File: src/rtl/opcode_request_encoder.sv
// ---------------------------------------------------------------------------
// opcode_request_encoder
//
// Collects per-unit request lines into a sticky pending register and hands
// them, one at a time, to the opcode consumer as an encoded opcode on a
// valid/ready output stage. This is the inverse of the 3->8 opcode decoder in
// the MIPS control path.
//
// Parameters
//   WIDTH   number of request lines (power of 2, >= 2)
//   CODE_W  opcode width, log2(WIDTH)
//   RR      0: fixed priority (index 0 highest), 1: round-robin
//
// Ports
//   clk        rising-edge clock
//   rst_n      asynchronous active-low reset
//   req_i      request pulses, bit k requests opcode k
//   ready_i    consumer accepts opcode_o this cycle
//   opcode_o   encoded opcode, meaningful only while valid_o = 1
//   valid_o    opcode_o holds a code that has not been accepted yet
//   pending_o  requests collected but not yet moved to the output register
//   ovf_o      sticky flag: a request merged into an already-pending bit
// ---------------------------------------------------------------------------
module opcode_request_encoder #(
    parameter int WIDTH  = 8,
    parameter int CODE_W = 3,
    parameter bit RR     = 1'b0
) (
    input  logic              clk,
    input  logic              rst_n,
    input  logic [WIDTH-1:0]  req_i,
    input  logic              ready_i,
    output logic [CODE_W-1:0] opcode_o,
    output logic              valid_o,
    output logic [WIDTH-1:0]  pending_o,
    output logic              ovf_o
);

    // Index of the lowest set bit; zero when the vector is empty (callers
    // only use the result when the vector is non-empty).
    function automatic logic [CODE_W-1:0] lowest_set(input logic [WIDTH-1:0] vec);
        logic [CODE_W-1:0] idx;
        idx = '0;
        for (int i = WIDTH - 1; i >= 0; i--) begin
            if (vec[i]) begin
                idx = CODE_W'(i);
            end else begin
                idx = idx;
            end
        end
        return idx;
    endfunction

    logic [WIDTH-1:0]    pend_r;
    logic [CODE_W-1:0]   code_r;
    logic                valid_r;
    logic [CODE_W-1:0]   last_r;
    logic                ovf_r;

    logic                slot_free_s;
    logic                any_pend_s;
    logic                load_s;
    logic [CODE_W-1:0]   start_s;
    logic [2*WIDTH-1:0]  dbl_s;
    logic [WIDTH-1:0]    rot_s;
    logic [CODE_W-1:0]   sel_s;
    logic [WIDTH-1:0]    clr_s;
    logic [WIDTH-1:0]    pend_next_s;
    logic                merge_s;

    // Selection from the pending register only; round-robin rotates the
    // vector so the search starts just after the last issued index. The
    // CODE_W-bit add wraps naturally because WIDTH is a power of two.
    always_comb begin
        start_s = last_r + CODE_W'(1);
        dbl_s   = {pend_r, pend_r} >> start_s;
        rot_s   = dbl_s[WIDTH-1:0];
        if (RR) begin
            sel_s = start_s + lowest_set(rot_s);
        end else begin
            sel_s = lowest_set(pend_r);
        end
    end

    // Load decision, pending update and overflow detection. A request on the
    // bit being loaded this cycle re-arms that bit (set wins) and is not an
    // overflow, since the earlier request has just been consumed.
    always_comb begin
        slot_free_s = !valid_r || ready_i;
        any_pend_s  = |pend_r;
        load_s      = slot_free_s && any_pend_s;
        if (load_s) begin
            clr_s = {{(WIDTH-1){1'b0}}, 1'b1} << sel_s;
        end else begin
            clr_s = '0;
        end
        pend_next_s = req_i | (pend_r & ~clr_s);
        merge_s     = |(req_i & pend_r & ~clr_s);
    end

    // Pending register.
    always_ff @(posedge clk or negedge rst_n) begin
        if (!rst_n) begin
            pend_r <= '0;
        end else begin
            pend_r <= pend_next_s;
        end
    end

    // Output stage: code is held untouched until the consumer takes it; an
    // empty free slot drops valid but leaves the old code in place.
    always_ff @(posedge clk or negedge rst_n) begin
        if (!rst_n) begin
            code_r  <= '0;
            valid_r <= 1'b0;
        end else if (load_s) begin
            code_r  <= sel_s;
            valid_r <= 1'b1;
        end else if (slot_free_s) begin
            code_r  <= code_r;
            valid_r <= 1'b0;
        end else begin
            code_r  <= code_r;
            valid_r <= valid_r;
        end
    end

    // Round-robin pointer; reset to the top index so the first search starts
    // at index 0. Fixed priority never moves it.
    always_ff @(posedge clk or negedge rst_n) begin
        if (!rst_n) begin
            last_r <= CODE_W'(WIDTH - 1);
        end else if (RR && load_s) begin
            last_r <= sel_s;
        end else begin
            last_r <= last_r;
        end
    end

    // Sticky overflow flag, cleared only by reset.
    always_ff @(posedge clk or negedge rst_n) begin
        if (!rst_n) begin
            ovf_r <= 1'b0;
        end else if (merge_s) begin
            ovf_r <= 1'b1;
        end else begin
            ovf_r <= ovf_r;
        end
    end

    assign opcode_o  = code_r;
    assign valid_o   = valid_r;
    assign pending_o = pend_r;
    assign ovf_o     = ovf_r;

endmodule
File: config.mk
export PLATFORM = sky130hd
export DESIGN_NAME = opcode_request_encoder
export DESIGN_NICKNAME = d
export VERILOG_FILES = /design/src/rtl/opcode_request_encoder.sv
export SDC_FILE = /design/constraint.sdc
export NUM_CORES = 1
export LEC_CHECK = 0
export CAP_MARGIN = 20
export CORE_MARGIN = 4
export CORE_UTILIZATION = 45
export CTS_CLUSTER_SIZE = 14
export DETAILED_ROUTE_END_ITERATION = 7
export PLACE_DENSITY = 0.81
export SYNTH_ARGS = -nofsm -noshare
export SYNTH_HDL_FRONTEND = slang
export SYNTH_SLANG_ARGS = --single-unit
File: constraint.sdc
create_clock -name clk -period 2.3 [get_ports clk]
set_input_delay 0.575 -clock clk [delete_from_list [all_inputs] [get_ports clk]]
set_output_delay 0.575 -clock clk [all_outputs]
set_load 0.005 [all_outputs]
==> flow_results.xml, run 1 <==
<?xml version="1.0" encoding="UTF-8"?>
<metrics>
  <group name="outcome">
    <metric name="outcome" unit="">finished, final reports clean</metric>
  </group>
  <group name="power_and_ir_drop">
    <metric name="power.static_leakage" unit="uW">0.000372</metric>
    <metric name="fin_total_pwr" unit="uW">445</metric>
    <metric name="cellPowerDensity" unit="mW/mm^2">479</metric>
    <metric name="irDropWorstVdd" unit="mV">0.346</metric>
  </group>
  <group name="placed_design">
    <metric name="dpl.hpwl" unit="um">1210</metric>
    <metric name="place_congestion" unit="">0.781</metric>
    <metric name="dpl.cell_count" unit="">102</metric>
    <metric name="place.port_buffers" unit="">23</metric>
  </group>
  <group name="hold_path">
    <metric name="hold_end" unit="">opcode_o[2]</metric>
    <metric name="timing.hold.worst_path_depth" unit="">1</metric>
    <metric name="worstHoldPathType" unit="">flip-flop to flip-flop</metric>
    <metric name="hp_start" unit="">opcode_o[2]</metric>
  </group>
  <group name="finish">
    <metric name="synthesis_to_layout_area_growth" unit="%">39.7</metric>
    <metric name="multi_input_area" unit="um^2">309</metric>
    <metric name="fraction_of_layout_cells_with_a_size_suffix_above_1" unit="">0.0989</metric>
    <metric name="count_of_antenna_diodes_in_the_layout" unit="">0</metric>
    <metric name="n_fill_cell" unit="">116</metric>
    <metric name="final_core_util" unit="">0.688</metric>
    <metric name="layout.cells.non_filler" unit="">106</metric>
    <metric name="regArea" unit="um^2">325</metric>
    <metric name="nets" unit="">103</metric>
  </group>
  <group name="clocking">
    <metric name="clk_latency" unit="ps">280</metric>
    <metric name="post_cts_resized" unit="">0</metric>
    <metric name="cts-buffers-inserted" unit="">3</metric>
    <metric name="clock_tree.root_cell" unit="">sky130_fd_sc_hd__clkbuf_4</metric>
    <metric name="cts_hold_buffers" unit="">0</metric>
    <metric name="clk_path_buf_depth" unit="">2</metric>
    <metric name="clk_pin_slew" unit="ps">70</metric>
    <metric name="cts_post_setup_buffers_inserted" unit="">0</metric>
    <metric name="cts.sink_count" unit="">13</metric>
    <metric name="htree_num_levels" unit="">1</metric>
    <metric name="tritoncts" unit="">done</metric>
  </group>
  <group name="sta">
    <metric name="timing.clock.skew" unit="ps">0.608</metric>
    <metric name="worst_slew_pin_tran" unit="ps">596</metric>
    <metric name="max_slew_margin" unit="">0.599</metric>
    <metric name="whs" unit="ps">533</metric>
    <metric name="period_share" unit="">0.880</metric>
    <metric name="timing_max_transition_violations_final" unit="">0</metric>
    <metric name="fin_tns_setup" unit="ps">0</metric>
    <metric name="final-hold-violation-count" unit="">0</metric>
    <metric name="layout_min_cycle_time" unit="ps">2020</metric>
    <metric name="fmaxAchievable" unit="MHz">494</metric>
    <metric name="timing.final.setup_violations" unit="">0</metric>
    <metric name="setup_repair_after_global_routing_missed_its_margin" unit="">no</metric>
  </group>
  <group name="critical_path">
    <metric name="worst_setup_path_end_kind" unit="">output pin</metric>
    <metric name="worst-path-buf-inv" unit="">1</metric>
    <metric name="cp_top_family" unit="">flip-flops</metric>
    <metric name="cp_max_fo" unit="">11</metric>
    <metric name="rrSetupSlack" unit="ps">600</metric>
    <metric name="crit-reg2reg-launch" unit="">pending_o[2]</metric>
    <metric name="critical_path_class" unit="">flip-flop to output pin</metric>
    <metric name="slowest_stage" unit="">sky130_fd_sc_hd__dfrtp_1</metric>
    <metric name="crit_chain" unit="">clkdlybuf4s50_1</metric>
    <metric name="critical_path.max_stage_delay" unit="ps">590</metric>
    <metric name="r2r-end" unit="">ovf_o</metric>
    <metric name="reg2reg_depth" unit="">4</metric>
    <metric name="required" unit="ps">1730</metric>
    <metric name="crit_path_start_kind" unit="">flip-flop</metric>
    <metric name="worst_ep_arrival_time" unit="ps">1450</metric>
  </group>
  <group name="drt">
    <metric name="dr.first_iter.drc_count" unit="">10</metric>
    <metric name="dr.pass1.iters" unit="">4</metric>
    <metric name="dr_total_vias" unit="">635</metric>
    <metric name="post_drt_via_cell_ratio" unit="">5.99</metric>
    <metric name="drtAntennaViolNets" unit="">0</metric>
    <metric name="remaining_drc_errors" unit="">0</metric>
    <metric name="postRouteWirelength" unit="um">1560</metric>
    <metric name="dr_wl_cell" unit="um">14.7</metric>
  </group>
  <group name="global_routing">
    <metric name="grt.overflow.total" unit="">0</metric>
    <metric name="grt_pass1_wl" unit="um">2530</metric>
    <metric name="initial_antenna_violation_count" unit="">0</metric>
    <metric name="track_usage" unit="">0.171</metric>
    <metric name="first_global_vias" unit="">581</metric>
    <metric name="grt_max_degree" unit="">14</metric>
  </group>
  <group name="synthesis">
    <metric name="post_synthesis_net_count" unit="">76</metric>
    <metric name="ys_seq_elements" unit="">13</metric>
    <metric name="syn-instance-count" unit="">65</metric>
    <metric name="synth.lib_cells_used.distinct" unit="">27</metric>
    <metric name="share_of_synthesized_area_occupied_by_flip_flops_and_latches" unit="">0.490</metric>
    <metric name="synth_area" unit="um^2">664</metric>
    <metric name="post_synth.cell_area_avg" unit="um^2">10.2</metric>
    <metric name="yosys_warnings" unit="">0</metric>
  </group>
  <group name="floorplanning">
    <metric name="floorplan.die.width" unit="um">46.4</metric>
    <metric name="die_height" unit="um">46.4</metric>
    <metric name="core_area" unit="mm^2">0.00135</metric>
    <metric name="rows" unit="">13</metric>
    <metric name="initial_core_utilization" unit="">0.492</metric>
    <metric name="full_die_area" unit="mm^2">0.00216</metric>
    <metric name="boundaryPins" unit="">24</metric>
  </group>
  <group name="job">
    <metric name="max-cap-violations" unit="">0</metric>
  </group>
</metrics>
## cell usage after synthesis, drive strengths merged
cell type | number | area [um^2]
inv | 5 | 18.8
a32oi | 1 | 8.76
o211a | 1 | 10.0
o21ai | 4 | 20.0
o311ai | 3 | 33.8
nand4 | 1 | 6.26
buf | 1 | 11.3
and2 | 1 | 6.26
o22a | 1 | 8.76
dfrtp | 13 | 325
nand2b | 3 | 18.8
a21oi | 3 | 15.0
o31ai | 1 | 7.51
nor4 | 2 | 27.5
nor3 | 1 | 5.00
a31o | 1 | 8.76
o21a | 1 | 7.51
nor2b | 2 | 12.5
nand3 | 3 | 20.0
nor2 | 5 | 18.8
a31oi | 3 | 18.8
nand2 | 4 | 15.0
a21o | 5 | 40.0
## routing by layer
metal	up-vias	routed length, um	track usage
met5	-	0	0
met4	0	36	0.108
met3	8	144	0.0586
met2	26	748	0.275
met1	307	629	0.190
li1	294	-	-
## layout by cell type (no fill, tap or decap), drive strengths merged, types with 4 or more instances in the layout
| cell type | netlist | routed |
|---|---|---|
| clkdlybuf4s50 | 0 | 23 |
| dfrtp | 13 | 13 |
| o21ai | 4 | 4 |
| nand2 | 4 | 4 |
| a21o | 5 | 5 |
| clkbuf | 0 | 4 |
| nor2 | 5 | 5 |
| inv | 5 | 5 |
## per-stage QoR
| step | worst slack (ps) | cell area (um^2) |
|---|---|---|
| global route | 215 | 928 |
| global placement | 342 | 902 |
| floorplan | 785 | 664 |
| detailed placement | 321 | 902 |
| finish | 275 | 928 |
| CTS | 252 | 928 |
## how the worst max path moves through the flow
stage,slack (ps),depth (start not counted),startpoint,end
global placement,340,5,ready_i,ovf_o
finish,280,1,pending_o[2],pending_o[2]
global route,220,1,pending_o[2],pending_o[2]
CTS,250,1,pending_o[2],pending_o[2]
detailed placement,320,5,ready_i,ovf_o
floorplan,790,5,pending_o[2],ovf_o
## layout make-up
type,count,share of cell area
clock buffer,4,0.0283
timing repair buffer,23,0.248
multi-input combinational,46,0.333
sequential,13,0.350
inverter,5,0.0202
tap,15,0.0202
## cells by family after synthesis
kind of cell	Yosys count	share of synthesized area
buffers and inverters	6	0.0452
and+or+nand+nor	22	0.196
DFF	13	0.490
AOI/OAI and AO/OA	24	0.269
## where the power goes
| group | total, uW | internal, uW | leakage (uW) | switching (uW) |
|---|---|---|---|---|
| logic | 59.2 | 36.0 | 0.000227 | 23.2 |
| clock network | 142 | 67.4 | 0.0000150 | 74.5 |
| registers | 244 | 235 | 0.000130 | 9.21 |
| total | 445 | 338 | 0.000372 | 107 |
## worst reg2reg max path: cells and delay by family (launching register included)
| family | cells | cell delay, ps |
|---|---|---|
| AND/OR/NAND/NOR | 3 | 750 |
| flip-flops | 1 | 530 |
| AO/OA/AOI/OAI | 1 | 300 |
## state kept, by name, summed over array words and instances, names as in the netlist
register	count
pending_o	8
ovf_o	1
valid_o	1
opcode_o	3
Note: power is estimated with default switching activity, not from simulation.
==> run 2, diff against run 1 <==
--- a/config.mk
+++ b/config.mk
@@ -8,7 +8,8 @@
 export CAP_MARGIN = 20
+export CORE_ASPECT_RATIO = 0.75
 export CORE_MARGIN = 4
-export CORE_UTILIZATION = 45
+export CORE_UTILIZATION = 35
 export CTS_CLUSTER_SIZE = 14
 export DETAILED_ROUTE_END_ITERATION = 7
-export PLACE_DENSITY = 0.81
+export PLACE_DENSITY = 0.65
 export SYNTH_ARGS = -nofsm -noshare
==> constraint.sdc (replaced) <==
create_clock -name clk -period 2.3 [get_ports clk]
set_input_delay 0.23 -clock clk [delete_from_list [all_inputs] [get_ports clk]]
set_output_delay 0.23 -clock clk [all_outputs]
set_load 0.005 [all_outputs]
==> run 2 against run 1 <==
- count of clock-buffer cells in the layout did not move
- sequential power barely moved
- final cell count rose by 6.6%
- critical path depth rose by 3
- combinational power about the same
- worst hold slack worse by 210 ps
- worst setup slack improved by 300 ps
- design area grew 0.94%
- largest cell class unchanged
==> flow_results.xml, run 2 (same netlist as run 1, synthesis figures left out) <==
<?xml version="1.0" encoding="UTF-8"?>
<metrics>
  <group name="clocking">
    <metric name="cts_post_setup_buffers_inserted" unit="">0</metric>
    <metric name="clk_pin_slew" unit="ps">80</metric>
    <metric name="clk_latency" unit="ps">270</metric>
    <metric name="post_cts_resized" unit="">0</metric>
    <metric name="clock_tree.root_cell" unit="">sky130_fd_sc_hd__clkbuf_4</metric>
    <metric name="cts.sink_count" unit="">13</metric>
    <metric name="tritoncts" unit="">done</metric>
    <metric name="htree_num_levels" unit="">1</metric>
    <metric name="clk_path_buf_depth" unit="">2</metric>
    <metric name="cts_hold_buffers" unit="">0</metric>
    <metric name="cts-buffers-inserted" unit="">3</metric>
  </group>
  <group name="global_routing">
    <metric name="grt_max_degree" unit="">14</metric>
    <metric name="initial_antenna_violation_count" unit="">0</metric>
    <metric name="grt.overflow.total" unit="">0</metric>
    <metric name="first_global_vias" unit="">554</metric>
    <metric name="track_usage" unit="">0.133</metric>
    <metric name="grt_pass1_wl" unit="um">2570</metric>
  </group>
  <group name="finish">
    <metric name="synthesis_to_layout_area_growth" unit="%">41.1</metric>
    <metric name="fraction_of_layout_cells_with_a_size_suffix_above_1" unit="">0.0989</metric>
    <metric name="layout.cells.most_common_list" unit="">23 x sky130_fd_sc_hd__clkdlybuf4s50_1, 13 x sky130_fd_sc_hd__dfrtp_1, 5 x sky130_fd_sc_hd__nor2_1, 5 x sky130_fd_sc_hd__inv_1</metric>
    <metric name="largest_register_ffs" unit="">8</metric>
    <metric name="n_fill_cell" unit="">178</metric>
    <metric name="mostFrequentLayoutCell" unit="">sky130_fd_sc_hd__clkdlybuf4s50_1</metric>
    <metric name="nets" unit="">103</metric>
    <metric name="count_of_antenna_diodes_in_the_layout" unit="">0</metric>
    <metric name="multi_input_area" unit="um^2">309</metric>
    <metric name="regArea" unit="um^2">325</metric>
  </group>
  <group name="placed_design">
    <metric name="dpl.hpwl" unit="um">1210</metric>
    <metric name="place.port_buffers" unit="">23</metric>
    <metric name="place_congestion" unit="">0.804</metric>
  </group>
  <group name="sta">
    <metric name="final-hold-violation-count" unit="">0</metric>
    <metric name="whs" unit="ps">322</metric>
    <metric name="fin_tns_setup" unit="ps">0</metric>
    <metric name="layout_min_cycle_time" unit="ps">1720</metric>
    <metric name="timing_max_transition_violations_final" unit="">0</metric>
    <metric name="max_slew_margin" unit="">0.615</metric>
    <metric name="timing.clock.skew" unit="ps">3.23</metric>
    <metric name="setup_repair_after_global_routing_missed_its_margin" unit="">no</metric>
    <metric name="fmaxAchievable" unit="MHz">581</metric>
    <metric name="worst_slew_pin_tran" unit="ps">576</metric>
    <metric name="period_share" unit="">0.748</metric>
    <metric name="timing.final.setup_violations" unit="">0</metric>
  </group>
  <group name="outcome">
    <metric name="outcome" unit="">finished, final reports clean</metric>
  </group>
  <group name="power_and_ir_drop">
    <metric name="cellPowerDensity" unit="mW/mm^2">470</metric>
    <metric name="irDropWorstVdd" unit="mV">0.344</metric>
    <metric name="power.static_leakage" unit="uW">0.000372</metric>
  </group>
  <group name="drt">
    <metric name="post_drt_via_cell_ratio" unit="">5.53</metric>
    <metric name="dr.pass1.iters" unit="">4</metric>
    <metric name="remaining_drc_errors" unit="">0</metric>
    <metric name="dr_total_vias" unit="">625</metric>
    <metric name="dr.first_iter.drc_count" unit="">20</metric>
    <metric name="postRouteWirelength" unit="um">1640</metric>
    <metric name="dr_wl_cell" unit="um">14.5</metric>
    <metric name="drtAntennaViolNets" unit="">0</metric>
  </group>
  <group name="job">
    <metric name="max-cap-violations" unit="">0</metric>
  </group>
  <group name="floorplanning">
    <metric name="initial_core_utilization" unit="">0.375</metric>
    <metric name="floorplan.die.width" unit="um">58.3</metric>
    <metric name="boundaryPins" unit="">24</metric>
    <metric name="core_area" unit="mm^2">0.00177</metric>
    <metric name="die_height" unit="um">45.7</metric>
    <metric name="rows" unit="">13</metric>
    <metric name="full_die_area" unit="mm^2">0.00267</metric>
  </group>
  <group name="critical_path">
    <metric name="critical_path_class" unit="">flip-flop to flip-flop</metric>
    <metric name="critical_path.max_stage_delay" unit="ps">520</metric>
    <metric name="crit_chain" unit="">nor4_4 &gt; nand3_2 &gt; o311ai_2 &gt; nand4_1</metric>
    <metric name="worst_setup_path_end_kind" unit="">flip-flop</metric>
    <metric name="worst_ep_arrival_time" unit="ps">1870</metric>
    <metric name="crit_path_start_kind" unit="">flip-flop</metric>
    <metric name="slowest_stage" unit="">sky130_fd_sc_hd__dfrtp_1</metric>
    <metric name="required" unit="ps">2450</metric>
    <metric name="cp_top_family" unit="">simple AND/OR/NAND/NOR gates</metric>
    <metric name="worst-path-buf-inv" unit="">0</metric>
    <metric name="cp_max_fo" unit="">11</metric>
  </group>
  <group name="hold_path">
    <metric name="worstHoldPathType" unit="">input pin to async pin</metric>
  </group>
</metrics>
## run 2: where the power goes
part	total, uW	switching (uW)	internal (uW)
Clock	138	70.7	67.2
Sequential	244	9.12	235
Combinational	59.0	23.0	36.0
Total	441	103	338
## run 2: final timing paths
kind	cells past startpoint	slack (ps)	end	startpoint
max	4	580	ovf_o	pending_o[2]
min	1	320	pending_o[6]	rst_n
max reg2reg	4	580	ovf_o	pending_o[2]
min reg2reg	1	510	opcode_o[2]	opcode_o[2]
max in group asynchronous	1	1600	pending_o[1]	rst_n
min in group clk	1	510	opcode_o[2]	opcode_o[2]
## run 2: final cells by class
cell class / instances / share of cell area
Clock buffer: 4 / 0.0280
Multi-Input combinational cell: 46 / 0.330
Tap cell: 22 / 0.0294
Sequential cell: 13 / 0.347
Timing Repair Buffer: 23 / 0.246
Inverter: 5 / 0.0200
## run 2: metal layers
layer	global-route usage	routed length, um	vias to the layer above
met1	0.178	718	296
li1	-	-	296
met5	0	0	-
met4	0.0370	0	0
met3	0.0567	169	0
met2	0.196	749	33
## run 2: through the flow
stage | util | setup WS (ps) | instance area, um^2 | power (uW) | instances
6_report | 0.529 | 580 | 937 | 441 | 113
5_1_grt | 0.529 | 483 | 937 | 468 | 113
4_1_cts | 0.529 | 581 | 937 | 448 | 113
3_5_place_dp | 0.514 | 625 | 911 | 307 | 109
3_3_place_gp | 0.514 | 680 | 911 | 307 | 109
2_1_floorplan | - | 785 | 664 | 267 | 65
